$ cat src/rtl/block_lock_ctrl.sv
// block_lock_ctrl: sequences the 66b header seeker and the block extractor.
// It restarts the seeker and lets it settle, then freezes its block offset.
// It verifies headers at that offset, declares lock, and watches a sliding
// bad-header window. On lock loss it forces a full re-search.
module block_lock_ctrl #(
  parameter int RST_CYCLES  = 4,
  parameter int SETTLE_HDRS = 64,
  parameter int LOCK_GOOD   = 32,
  parameter int WIN_SIZE    = 64,
  parameter int BAD_MAX     = 16
) (
  input  logic       clk_i,
  input  logic       rst_ni,
  input  logic [6:0] seek_offset_i,
  input  logic [1:0] hdr_i,
  input  logic       hdr_dv_i,
  input  logic       relock_req_i,
  output logic       seeker_rst_o,
  output logic [6:0] offset_o,
  output logic       offset_vld_o,
  output logic       locked_o,
  output logic [7:0] lock_loss_cnt_o
);

  localparam int RW = $clog2(RST_CYCLES + 1);
  localparam int HW = $clog2(SETTLE_HDRS + 1);
  localparam int GW = $clog2(LOCK_GOOD + 1);
  localparam int WW = $clog2(WIN_SIZE + 1);
  localparam int BW = $clog2(BAD_MAX + 1);

  // Each counter fires on the cycle its count would reach the limit, so it
  // compares against limit-1 and never holds a value above it.
  localparam logic [RW-1:0] RST_LAST    = RW'(RST_CYCLES - 1);
  localparam logic [HW-1:0] SETTLE_LAST = HW'(SETTLE_HDRS - 1);
  localparam logic [GW-1:0] GOOD_LAST   = GW'(LOCK_GOOD - 1);
  localparam logic [WW-1:0] WIN_LAST    = WW'(WIN_SIZE - 1);
  localparam logic [BW-1:0] BAD_LAST    = BW'(BAD_MAX - 1);
  localparam logic [6:0]    OFFSET_MAX  = 7'd65;

  typedef enum logic [1:0] {
    ST_RESTART,
    ST_SEARCH,
    ST_VERIFY,
    ST_LOCKED
  } state_e;

  state_e          state_q, state_d;
  logic [RW-1:0]   rst_cnt_q, rst_cnt_d;
  logic [HW-1:0]   hdr_cnt_q, hdr_cnt_d;
  logic [GW-1:0]   good_cnt_q, good_cnt_d;
  logic [WW-1:0]   win_cnt_q, win_cnt_d;
  logic [BW-1:0]   bad_cnt_q, bad_cnt_d;
  logic            seeker_rst_q, seeker_rst_d;
  logic [6:0]      offset_q, offset_d;
  logic            offset_vld_q, offset_vld_d;
  logic            locked_q, locked_d;
  logic [7:0]      loss_cnt_q, loss_cnt_d;

  logic            hdr_bad;
  logic            go_restart;
  logic            count_loss;

  assign hdr_bad = (hdr_i == 2'b00) || (hdr_i == 2'b11);

  // Next-state and next-output logic; every output is registered so
  // transitions appear the cycle after the triggering edge.
  always_comb begin
    // NOTE: every signal assigned here gets a default first; a path that
    // leaves one unassigned would infer a latch.
    state_d      = state_q;
    rst_cnt_d    = rst_cnt_q;
    hdr_cnt_d    = hdr_cnt_q;
    good_cnt_d   = good_cnt_q;
    win_cnt_d    = win_cnt_q;
    bad_cnt_d    = bad_cnt_q;
    seeker_rst_d = seeker_rst_q;
    offset_d     = offset_q;
    offset_vld_d = offset_vld_q;
    locked_d     = locked_q;
    loss_cnt_d   = loss_cnt_q;
    go_restart   = 1'b0;
    count_loss   = 1'b0;

    unique case (state_q)
      // Hold the seeker in reset for a fixed number of clocks; relock
      // requests are ignored here and do not stretch the count.
      ST_RESTART: begin
        if (rst_cnt_q == RST_LAST) begin
          state_d      = ST_SEARCH;
          seeker_rst_d = 1'b0;
          hdr_cnt_d    = '0;
        end else begin
          rst_cnt_d = rst_cnt_q + RW'(1);
        end
      end

      // Let the seeker converge, then freeze its offset if it is legal.
      ST_SEARCH: begin
        if (relock_req_i) begin
          go_restart = 1'b1;
        end else if (hdr_dv_i) begin
          if (hdr_cnt_q == SETTLE_LAST) begin
            if (seek_offset_i > OFFSET_MAX) begin
              go_restart = 1'b1;
            end else begin
              offset_d     = seek_offset_i;
              offset_vld_d = 1'b1;
              good_cnt_d   = '0;
              state_d      = ST_VERIFY;
            end
          end else begin
            hdr_cnt_d = hdr_cnt_q + HW'(1);
          end
        end
      end

      // Any bad header at the frozen offset means the seeker was wrong.
      ST_VERIFY: begin
        if (relock_req_i) begin
          go_restart = 1'b1;
        end else if (hdr_dv_i) begin
          if (hdr_bad) begin
            go_restart = 1'b1;
          end else if (good_cnt_q == GOOD_LAST) begin
            locked_d  = 1'b1;
            win_cnt_d = '0;
            bad_cnt_d = '0;
            state_d   = ST_LOCKED;
          end else begin
            good_cnt_d = good_cnt_q + GW'(1);
          end
        end
      end

      // Loss is checked before the window wrap so a threshold hit on the
      // last header of a window still drops lock.
      ST_LOCKED: begin
        if (relock_req_i) begin
          go_restart = 1'b1;
          count_loss = 1'b1;
        end else if (hdr_dv_i) begin
          if (hdr_bad && (bad_cnt_q == BAD_LAST)) begin
            go_restart = 1'b1;
            count_loss = 1'b1;
          end else if (win_cnt_q == WIN_LAST) begin
            win_cnt_d = '0;
            bad_cnt_d = '0;
          end else begin
            win_cnt_d = win_cnt_q + WW'(1);
            if (hdr_bad) begin
              bad_cnt_d = bad_cnt_q + BW'(1);
            end
          end
        end
      end

      default: go_restart = 1'b1;
    endcase

    // Common entry into RESTART; offset_o keeps its last captured value.
    if (go_restart) begin
      state_d      = ST_RESTART;
      rst_cnt_d    = '0;
      seeker_rst_d = 1'b1;
      offset_vld_d = 1'b0;
      locked_d     = 1'b0;
    end

    if (count_loss && (loss_cnt_q != 8'hFF)) begin
      loss_cnt_d = loss_cnt_q + 8'd1;
    end
  end

  // State, counter and output registers with asynchronous reset.
  always_ff @(posedge clk_i or negedge rst_ni) begin
    if (!rst_ni) begin
      state_q      <= ST_RESTART;
      rst_cnt_q    <= '0;
      hdr_cnt_q    <= '0;
      good_cnt_q   <= '0;
      win_cnt_q    <= '0;
      bad_cnt_q    <= '0;
      seeker_rst_q <= 1'b1;
      offset_q     <= '0;
      offset_vld_q <= 1'b0;
      locked_q     <= 1'b0;
      loss_cnt_q   <= '0;
    end else begin
      // NOTE: non-blocking assignments so every register samples the
      // pre-edge values computed above, independent of statement order.
      state_q      <= state_d;
      rst_cnt_q    <= rst_cnt_d;
      hdr_cnt_q    <= hdr_cnt_d;
      good_cnt_q   <= good_cnt_d;
      win_cnt_q    <= win_cnt_d;
      bad_cnt_q    <= bad_cnt_d;
      seeker_rst_q <= seeker_rst_d;
      offset_q     <= offset_d;
      offset_vld_q <= offset_vld_d;
      locked_q     <= locked_d;
      loss_cnt_q   <= loss_cnt_d;
    end
  end

  assign seeker_rst_o    = seeker_rst_q;
  assign offset_o        = offset_q;
  assign offset_vld_o    = offset_vld_q;
  assign locked_o        = locked_q;
  assign lock_loss_cnt_o = loss_cnt_q;

endmodule

$ cat config.mk
export PLATFORM = sky130hd
export DESIGN_NAME = block_lock_ctrl
export DESIGN_NICKNAME = d
export VERILOG_FILES = /design/src/rtl/block_lock_ctrl.sv
export SDC_FILE = /design/constraint.sdc
export NUM_CORES = 1
export LEC_CHECK = 0
export ABC_AREA = 1
export BUFFER_PORTS_ARGS = -buffer_cell sky130_fd_sc_hd__buf_2
export CAP_MARGIN = 20
export CORE_AREA = 2 2 78 95
export CTS_BUF_LIST = sky130_fd_sc_hd__clkbuf_4 sky130_fd_sc_hd__clkbuf_8 sky130_fd_sc_hd__clkbuf_16
export CTS_CLUSTER_DIAMETER = 80
export DETAILED_ROUTE_END_ITERATION = 8
export DIE_AREA = 0 0 80 97
export SETUP_SLACK_MARGIN = 0.3
export SLEW_MARGIN = 20
export SYNTH_ARGS = -nofsm -noshare
export SYNTH_HDL_FRONTEND = slang
export SYNTH_SLANG_ARGS = --single-unit
$ cat constraint.sdc
create_clock -name clk_i -period 3.8 [get_ports clk_i]
set_clock_uncertainty 0.2 [all_clocks]
set_input_delay 0.38 -clock clk_i [delete_from_list [all_inputs] [get_ports clk_i]]
set_output_delay 0.38 -clock clk_i [all_outputs]
set_load 0.005 [all_outputs]
; After elaboration in Yosys (flattened, before gate mapping)
; Index checks and enable logic that the tools add are counted.
[op_classes]
addsub = 6
mul = 0
div = 0
magnitude_cmp = 1
n_eq_ne = 38
shifts = 0
n_mux = 74
bitwise = 2
n_reduce_logical = 26
[ops]
columns = op, n
row1 = two-way mux 7 bit, 12
row2 = two-way mux 6 bit, 8
row3 = two-way mux 5 bit, 9
row4 = "inequality test 2 bit, second input constant", 16
row5 = "inequality test 3 bit, second input constant", 10
row6 = case mux 7 bit (2 select lines), 2
row7 = two-way mux 1 bit, 26
row8 = two-way mux 2 bit, 10
row9 = AND reduction 5 bit, 4
row10 = nonzero test 2 bit, 10
row11 = AND reduction 9 bit, 2
row12 = "adder 7 x 1 -> 7 bit, second input constant", 2
row13 = "== test 7 x 6 -> 1 bit, second input constant", 2
row14 = case mux 6 bit (2 select lines), 1
row15 = case mux 5 bit (2 select lines), 1
row16 = AND reduction 10 bit, 1
row17 = two-way mux 3 bit, 3
row18 = "adder 8 x 1 -> 8 bit, second input constant", 1
row19 = "inequality test 8 bit, second input constant", 1
row20 = AND reduction 8 bit, 1
row21 = "greater-than comparator 7 bit, second input constant", 1
row22 = "adder 6 x 1 -> 6 bit, second input constant", 1
row23 = "== test 2 bit, second input constant", 3
row24 = "== test 6 x 5 -> 1 bit, second input constant", 1
row25 = other kinds (14), 19
[totals]
ff_bits = 48
latch_bits = 0
ramBits = 0
mem_bits_ro = 0
output_inout_bits = 18
n_memories = 0

; Longest topological paths before layout
; Gate-level depths: netlist of run 1.
[logic_depth]
ltp_word = 9
depth_mapped = 13
depth_no_buf = 13

; Worst setup path after synthesis of run 1
; No wires, ideal clock.
[synth_path]
path_kind = flip-flop to flip-flop
start = register rst_cnt_q[0]
end = register hdr_cnt_q[5]
setup_time_ps = 126
arrival_ps = 1567
t_required_ps = 3474
path_slack_ps = 1907
path_stages_with_launch = 13
path_buffers = 0
synth_period_minus_slack_ps = 1893
cell_sequence = dfrtp_1 ha_1 ha_1 nor2_2 inv_2 o21ai_1 a21oi_2 o21ai_2 inv_2 nand2_4 nor2_4 a21oi_2 nor3_2
[synth_via]
elab_chain_cells = 3
[synth_rtl]
columns = item, line
row1 = start: declaration, 48  ; logic [RW-1:0] rst_cnt_q, rst_cnt_d;
row2 = start signal: assignment, 192  ; rst_cnt_q <= rst_cnt_d;
row3 = == test 3 x 2 -> 1 bit, 88  ; if (rst_cnt_q == RST_LAST) begin
row4 = inequality test 2 bit (no line), --
row5 = AND reduction 5 bit (no line), --
row6 = end signal: assignment, 193  ; hdr_cnt_q <= hdr_cnt_d;
row7 = end: declaration, 49  ; logic [HW-1:0] hdr_cnt_q, hdr_cnt_d;
; Every way passes these cells.
; A chain may end at the register's enable or synchronous reset.

; Final worst setup path of run 1
[layout_path]
start = register state_q[0]
end = register good_cnt_q[1]
[layout_via]
elab_chain_cells = 3
elab_cells_between_ends = 13
cone_classes = eq/ne (10) / mux (1) / reduce/logical (2)
[layout_rtl]
columns = item, line
row1 = start: declaration, 47  ; state_e state_q, state_d;
row2 = start signal: assignment, 191  ; state_q <= state_d;
row3 = == test 2 bit / == test 2 x 1 -> 1 bit (equally long branches), 84  ; unique case (state_q)
row4 = inequality test 2 bit (no line) / nonzero test 2 bit (equally long branches), --
row5 = AND reduction 9 bit (no line), --
row6 = end signal: assignment, 194  ; good_cnt_q <= good_cnt_d;
row7 = end: declaration, 50  ; logic [GW-1:0] good_cnt_q, good_cnt_d;
; Parallel ways exist; a longest one is shown, timed or not.

==> results of run 1 <==
registers in the layout, indices dropped and copies added (netlist names):
register,flops
seeker_rst_o,1
bad_cnt_q,5
state_q,2
good_cnt_q,6
lock_loss_cnt_o,8
offset_o,7
locked_o,1
offset_vld_o,1
win_cnt_q,7
hdr_cnt_q,7
rst_cnt_q,3
power groups by stage:
stage	clock network (W)	registers [W]	logic (W)
after global routing	0.000422	0.000755	0.000696
after detailed placement	0	0.000746	0.000598
after global placement	0	0.000741	0.000584
after floorplan	0	0.000727	0.000454
after CTS	0.000407	0.000737	0.000602
final	0.000390	0.000736	0.000592
cell families (layout without fill, tap and decap cells):
family / count (synthesis) / after routing / synth area share, %
xor+xnor: 12 / 12 / 4.259
buf+inv: 49 / 86 / 7.241
mux: 8 / 8 / 3.076
flops: 48 / 48 / 45.48
compound gates: 48 / 48 / 11.17
fa+ha+maj: 12 / 12 / 5.679
simple gates: 116 / 116 / 23.09
layer usage:
metal	vias to the layer above	track usage, %
met3	7	2.799
met2	24	22.24
met4	0	4.433
met5	-	0
met1	942	18.12
li1	1041	-
synth_stat cells (4+ instances only):
master	instances	share of area, %
a21oi_1	16	3.0
dfrtp_1	47	44
ha_1	12	5.7
inv_1	40	5.7
inv_2	6	0.85
mux2i_1	7	2.7
nand2_1	41	5.8
nand2_2	6	1.4
nand3_1	26	4.9
nand4_1	4	0.95
nor2_1	18	2.6
nor2_2	4	0.95
nor2_4	4	1.7
o21ai_0	11	2.1
o31ai_1	5	1.4
xnor2_1	4	1.3
xor2_1	7	2.3
worst min-delay path: stages:
cell and delay (ns):
buf_2 0.07, mux2i_1 0.05, inv_1 0.05
path summary, 6_finish.rpt:
check,from,end,slack (ns),cells after the start
max reg2reg,state_q[0],good_cnt_q[1],1.65,9
max in group asynchronous,rst_ni,state_q[0],2.56,2
min in group asynchronous,rst_ni,bad_cnt_q[4],0.42,2
min,seek_offset_i[0],offset_o[0],0.08,3
min reg2reg,offset_o[1],offset_o[1],0.28,2
max,state_q[0],good_cnt_q[1],1.65,9
cell type report:
class / instances / area share [%]
Clock buffer: 6 / 2.731
Clock inverter: 2 / 1.283
Inverter: 47 / 5.916
Multi-Input combinational cell: 196 / 41.33
Sequential cell: 48 / 39.76
Tap cell: 87 / 3.599
Timing Repair Buffer: 31 / 5.379
metrics by stage:
step / setup slack [ns] / area [sq um] / util [%]
after global placement: 1.646 / 2890 / 42.68
final: 1.651 / 3024 / 44.66
after floorplan: 1.907 / 2644 / -
after global routing: 1.463 / 3024 / 44.66
after detailed placement: 1.623 / 2890 / 42.68
after CTS: 1.617 / 3012 / 44.48
==> metrics.cfg, run 1 <==
[yosys]
synth_nets = 318
syn-cell-area_sq_um = 2644
syn_inst = 293
synth_edf_count = 0
syn_avg_cell_area_sq_um = 9.023
synth_flop_cell = dfrtp_1
synth.yosys.seq_area_share_pct = 45.48
ys_types = 40
yosys_warnings = 0
synthArstFlopShare_pct = 100.0
ys_ff_latch = 48

[place]
hpwlAfterDp_mm = 3.716
dp_cells = 408
place_congestion = 0.8361
io_buffer_count = 30

[grt]
grt_antenna_before_repair = 0
grt_util_all_layers_pct = 13.70
grt_pass1_wl_mm = 8.673
grt_overflow_total = 0
grt_max_degree = 49
grt_pass1_vias = 1979

[power_and_ir_drop]
p_int_w = 0.001071
combPwrFrac_pct = 34.5
leakage_nw = 1.579
p_sw_share_pct = 37.63
power.share.clock_pct = 22.7
p_sw_w = 0.0006464
powerDensity_nw_per_um2 = 568.0
peakVddDrop_mv = 0.2916
power_w = 0.001718
power_frac_seq_pct = 42.8

[timing]
worst_pin_slew_ns = 0.6084
fin_crit_ns = 2.149
tns_ns = 0
rsz0062_at_grt = false
relSlewSlack_pct = 59.44
fin_crit_sh_pct = 56.56
slew_violations = 0
hold_violations = 0
worst_hold_slack_ns = 0.08169
setup-violations-final = 0
timing.fmax_mhz = 465.2

[clocking]
cts_tree = built
cts_buffers = 5
ctsHoldBuffers = 0
ctsResizeCount = 0
clkLatencyLatePin_ns = 0.30
clockBufferDepth = 2
cts_sinks = 48
h-tree-depth = 2
clk_pin_slew_ns = 0.10
postCtsSetupRepairBufs = 0
root_buffer = clkbuf_8

[worst_setup_path]
worst_ep_arrival_time_ns = 2.13
crit_path_cell_trace = inv_1 -> ha_1 -> inv_2 -> nor4_2 -> nor2_1 -> nand2_2 -> inv_2 -> nand3_1 -> o21ai_0
slowest_delay_ns = 0.43
required_ns = 3.78
end_kind = register
cp_common_cell = inv_2
critPathSlowestCell = dfrtp_1
critPathKind = reg2reg
critPathBufInv = 3
worstSetupStartpointType = register
crit_family = simple AND/OR/NAND/NOR gates
critPathMaxFanout = 9

[floorplan]
fp-row-count = 33
initial_utilization_pct = 39.04
die-width_microns = 80
core_area_sq_um = 6771
io_pins = 31
dieArea_sq_um = 7760
dieHeight_microns = 97

[cells_and_area]
fillers = 687
final_common_cell = dfrtp_1
num_antenna_cells = 0
finalNetCount = 354
final_cells = 417
drive_gt1_share_pct = 23.03
layout_common_cells = dfrtp_1, nand2_1, inv_1, buf_2, nand3_1
area_growth_pct = 14.39
multiInputGateArea_sq_um = 1250
seqCellArea_sq_um = 1202

[routing]
met1_length_mm = 2.348
drt_iter0_markers = 59
avgViaCountPerCell = 4.830
wl_met2_mm = 2.308
vias = 2014
topRoutingLayerUsed = met4
final_antenna_net_count = 0
drc = 0
wl_per_cell_microns = 11.74
wl_met3_microns = 157
first_pass_iters = 4
drt-total-wl_mm = 4.896

[worst_hold_path]
hold_class = in2reg

[run]
drv_cap = 0

[outcome]
status = finished clean

Power figures use the tool's default switching activity.
==> run 2: changes to the inputs <==
Clock period 3.8 ns to 2.18 ns, I/O delays scaled along.
==> run 2 against run 1 <==
  * Clock power increased by 66%
  * Combinational power rose to 2.9 times the previous value
  * Critical path type unchanged
  * Final cell count rose by 9.1%
  * Non-clock buffer count up 38
  * Die area did not move
  * Final area grew 16%
  * Critical endpoint is now lock_loss_cnt_o[1]
  * Sequential power up 75%
  * Sequential cell count unchanged
  * Global-route usage grew 1.5 points
  * Via count rose by 8.7%
  * Maximum frequency up 5.8%
==> metrics.cfg, run 2 (synthesis results as in run 1) <==
[worst_setup_path]
required_ns = 2.18  ; -1.60 ns
critPathLaunch = bad_cnt_q[1]
critPathMaxFanout = 3  ; -6
worst_ep_arrival_time_ns = 2.03  ; -0.10 ns
end_kind = register
rrSetupSlack_ns = 0.15  ; -1.50 ns
r2r-end = lock_loss_cnt_o[1]
worstSetupStartpointType = register
critPathKind = reg2reg
worstRegToRegCells = 9  ; unchanged
r2r_start = bad_cnt_q[1]

[power_and_ir_drop]
power_frac_seq_pct = 35.5  ; -7.3 points
power.share.clock_pct = 17.9  ; -4.8 points
powerDensity_nw_per_um2 = 1034  ; +82%
p_sw_share_pct = 37.50  ; -0.13 points
combPwrFrac_pct = 46.7  ; +12 points
leakage_nw = 1.776  ; +12%
peakVddDrop_mv = 0.5855  ; +100%
p_sw_w = 0.001362  ; +110%
p_int_w = 0.002270  ; +110%

[clocking]
cts_sinks = 48  ; unchanged
clockBufferDepth = 2  ; unchanged
cts_buffers = 5  ; unchanged
clkLatencyLatePin_ns = 0.30  ; about the same
clk_pin_slew_ns = 0.09  ; about the same
root_buffer = clkbuf_8
h-tree-depth = 2  ; unchanged
cts_tree = built

[outcome]
status = finished clean

[grt]
grt_pass1_vias = 2178  ; +10%
grt_overflow_total = 0  ; unchanged
grt_antenna_before_repair = 0  ; unchanged
grt_pass1_wl_mm = 9.522  ; +9.8%
grt_util_all_layers_pct = 15.17  ; +1.5 points
grt_max_degree = 49  ; unchanged

[run]
drv_cap = 0  ; unchanged

[routing]
drt_iter0_markers = 116  ; +97%
first_pass_iters = 4  ; unchanged
wl_per_cell_microns = 12.63  ; +7.6%
avgViaCountPerCell = 4.811  ; -0.39%
drc = 0  ; unchanged
vias = 2189  ; +8.7%
final_antenna_net_count = 0  ; unchanged
drt-total-wl_mm = 5.748  ; +17%

[timing]
tns_ns = 0  ; unchanged
timing.fmax_mhz = 492.1  ; +5.8%
rsz0062_at_grt = true
fin_crit_ns = 2.032  ; -0.1174 ns
slew_violations = 0  ; unchanged
worst_pin_slew_ns = 0.3895  ; -0.2189 ns
hold_violations = 0  ; unchanged
relSlewSlack_pct = 73.83  ; +14 points
fin_ws_ns = 0.1480  ; -1.503 ns
fin_crit_sh_pct = 93.21  ; +37 points
setup-violations-final = 0  ; unchanged

[worst_hold_path]
hold_class = in2reg
min_to = offset_o[1]
whs_path_depth = 5  ; +2
hp-start = seek_offset_i[1]

[cells_and_area]
final_core_util_pct = 51.85  ; +7.2 points
largest_reg_flops = 8  ; unchanged
area_growth_pct = 32.80
finalNetCount = 392  ; +11%
layout_common_cells = dfrtp_1, nand2_1, inv_1, buf_2, buf_4
final_common_cell = dfrtp_1
num_antenna_cells = 0  ; unchanged
drive_gt1_share_pct = 37.23  ; +14 points
stdcell_area_sq_um = 3511  ; +16%
fillers = 636  ; -7.4%

[floorplan]
die-width_microns = 80  ; unchanged
initial_utilization_pct = 39.04  ; unchanged
io_pins = 31  ; unchanged
core_area_sq_um = 6771  ; unchanged
dieArea_sq_um = 7760  ; unchanged
dieHeight_microns = 97  ; unchanged
fp-row-count = 33  ; unchanged

[place]
hpwlAfterDp_mm = 3.786  ; +1.9%
dp_slack_ns = 0.09788  ; -1.525 ns
io_buffer_count = 30  ; unchanged
dpl-instance-area_sq_um = 2943  ; +1.8%
place_congestion = 0.8158  ; -2.4%

-- run 2: metrics by stage --
step | power, W | instances | hold WS [ns]
finish | 0.003632 | 455 | 0.03465
global route | 0.003931 | 455 | 0.06976
CTS | 0.003494 | 450 | 0.03032
detailed placement | 0.002406 | 413 | 0.02599
global placement | 0.002378 | 413 | 0.02683
floorplan | 0.002063 | 293 | -0.2776
-- run 2: final cells by class --
type | count | area [sq um] | share of cell area [%]
well taps | 87 | 108.9 | 3.100
inverters | 47 | 186.4 | 5.310
multi-input cells | 196 | 1416 | 40.34
flip-flops and latches | 48 | 1204 | 34.28
repair buffers | 69 | 484.2 | 13.79
clock buffers | 5 | 68.82 | 1.960
clock inverters | 3 | 42.54 | 1.212
-- run 2: what timing repair did --
action                     CTS  global route
gates cloned                 0             0
setup endpoints to repair   43            46
hold buffers                 7             0
setup buffers               22             5
resized for setup           23            25
hold endpoints to repair    54             0
pin swaps                    8            10
-- run 2: critical path: stages, from the launching register on --
cell	delay (ns)
dfrtp_1	0.38
ha_2	0.19
nand2_1	0.05
nor2_1	0.09
ha_1	0.17
nand3_2	0.11
o22ai_4	0.21
nand2_4	0.11
buf_4	0.16
mux2_2	0.26
-- run 2: power by group through the flow --
stage	Clock, W	Combinational [W]	Sequential (W)
after global routing	0.000706	0.00190	0.00133
final	0.000649	0.00169	0.00129
after detailed placement	0	0.00111	0.00130
after CTS	0.000672	0.00155	0.00127
after global placement	0	0.00108	0.00129
after floorplan	0	0.000796	0.00127
-- run 2: worst max path at each step --
stage | end | slack [ns] | cells after the start
after floorplan | hdr_cnt_q[5] | 0.31 | 13
after global placement | bad_cnt_q[2] | 0.12 | 11
after detailed placement | bad_cnt_q[2] | 0.1 | 11
after CTS | lock_loss_cnt_o[7] | 0.20 | 11
after global routing | rst_cnt_q[2] | 0.04 | 11
final | lock_loss_cnt_o[1] | 0.15 | 9
-- run 2: per-layer routing --
metal | up-vias | part of all wire, % | GRT usage [%]
met1 | 1033 | 45 | 19.36
li1 | 1114 | - | -
met5 | - | 0 | 0
met2 | 36 | 51 | 25.83
met3 | 6 | 3.7 | 3.078
met4 | 0 | 1.0 | 4.042
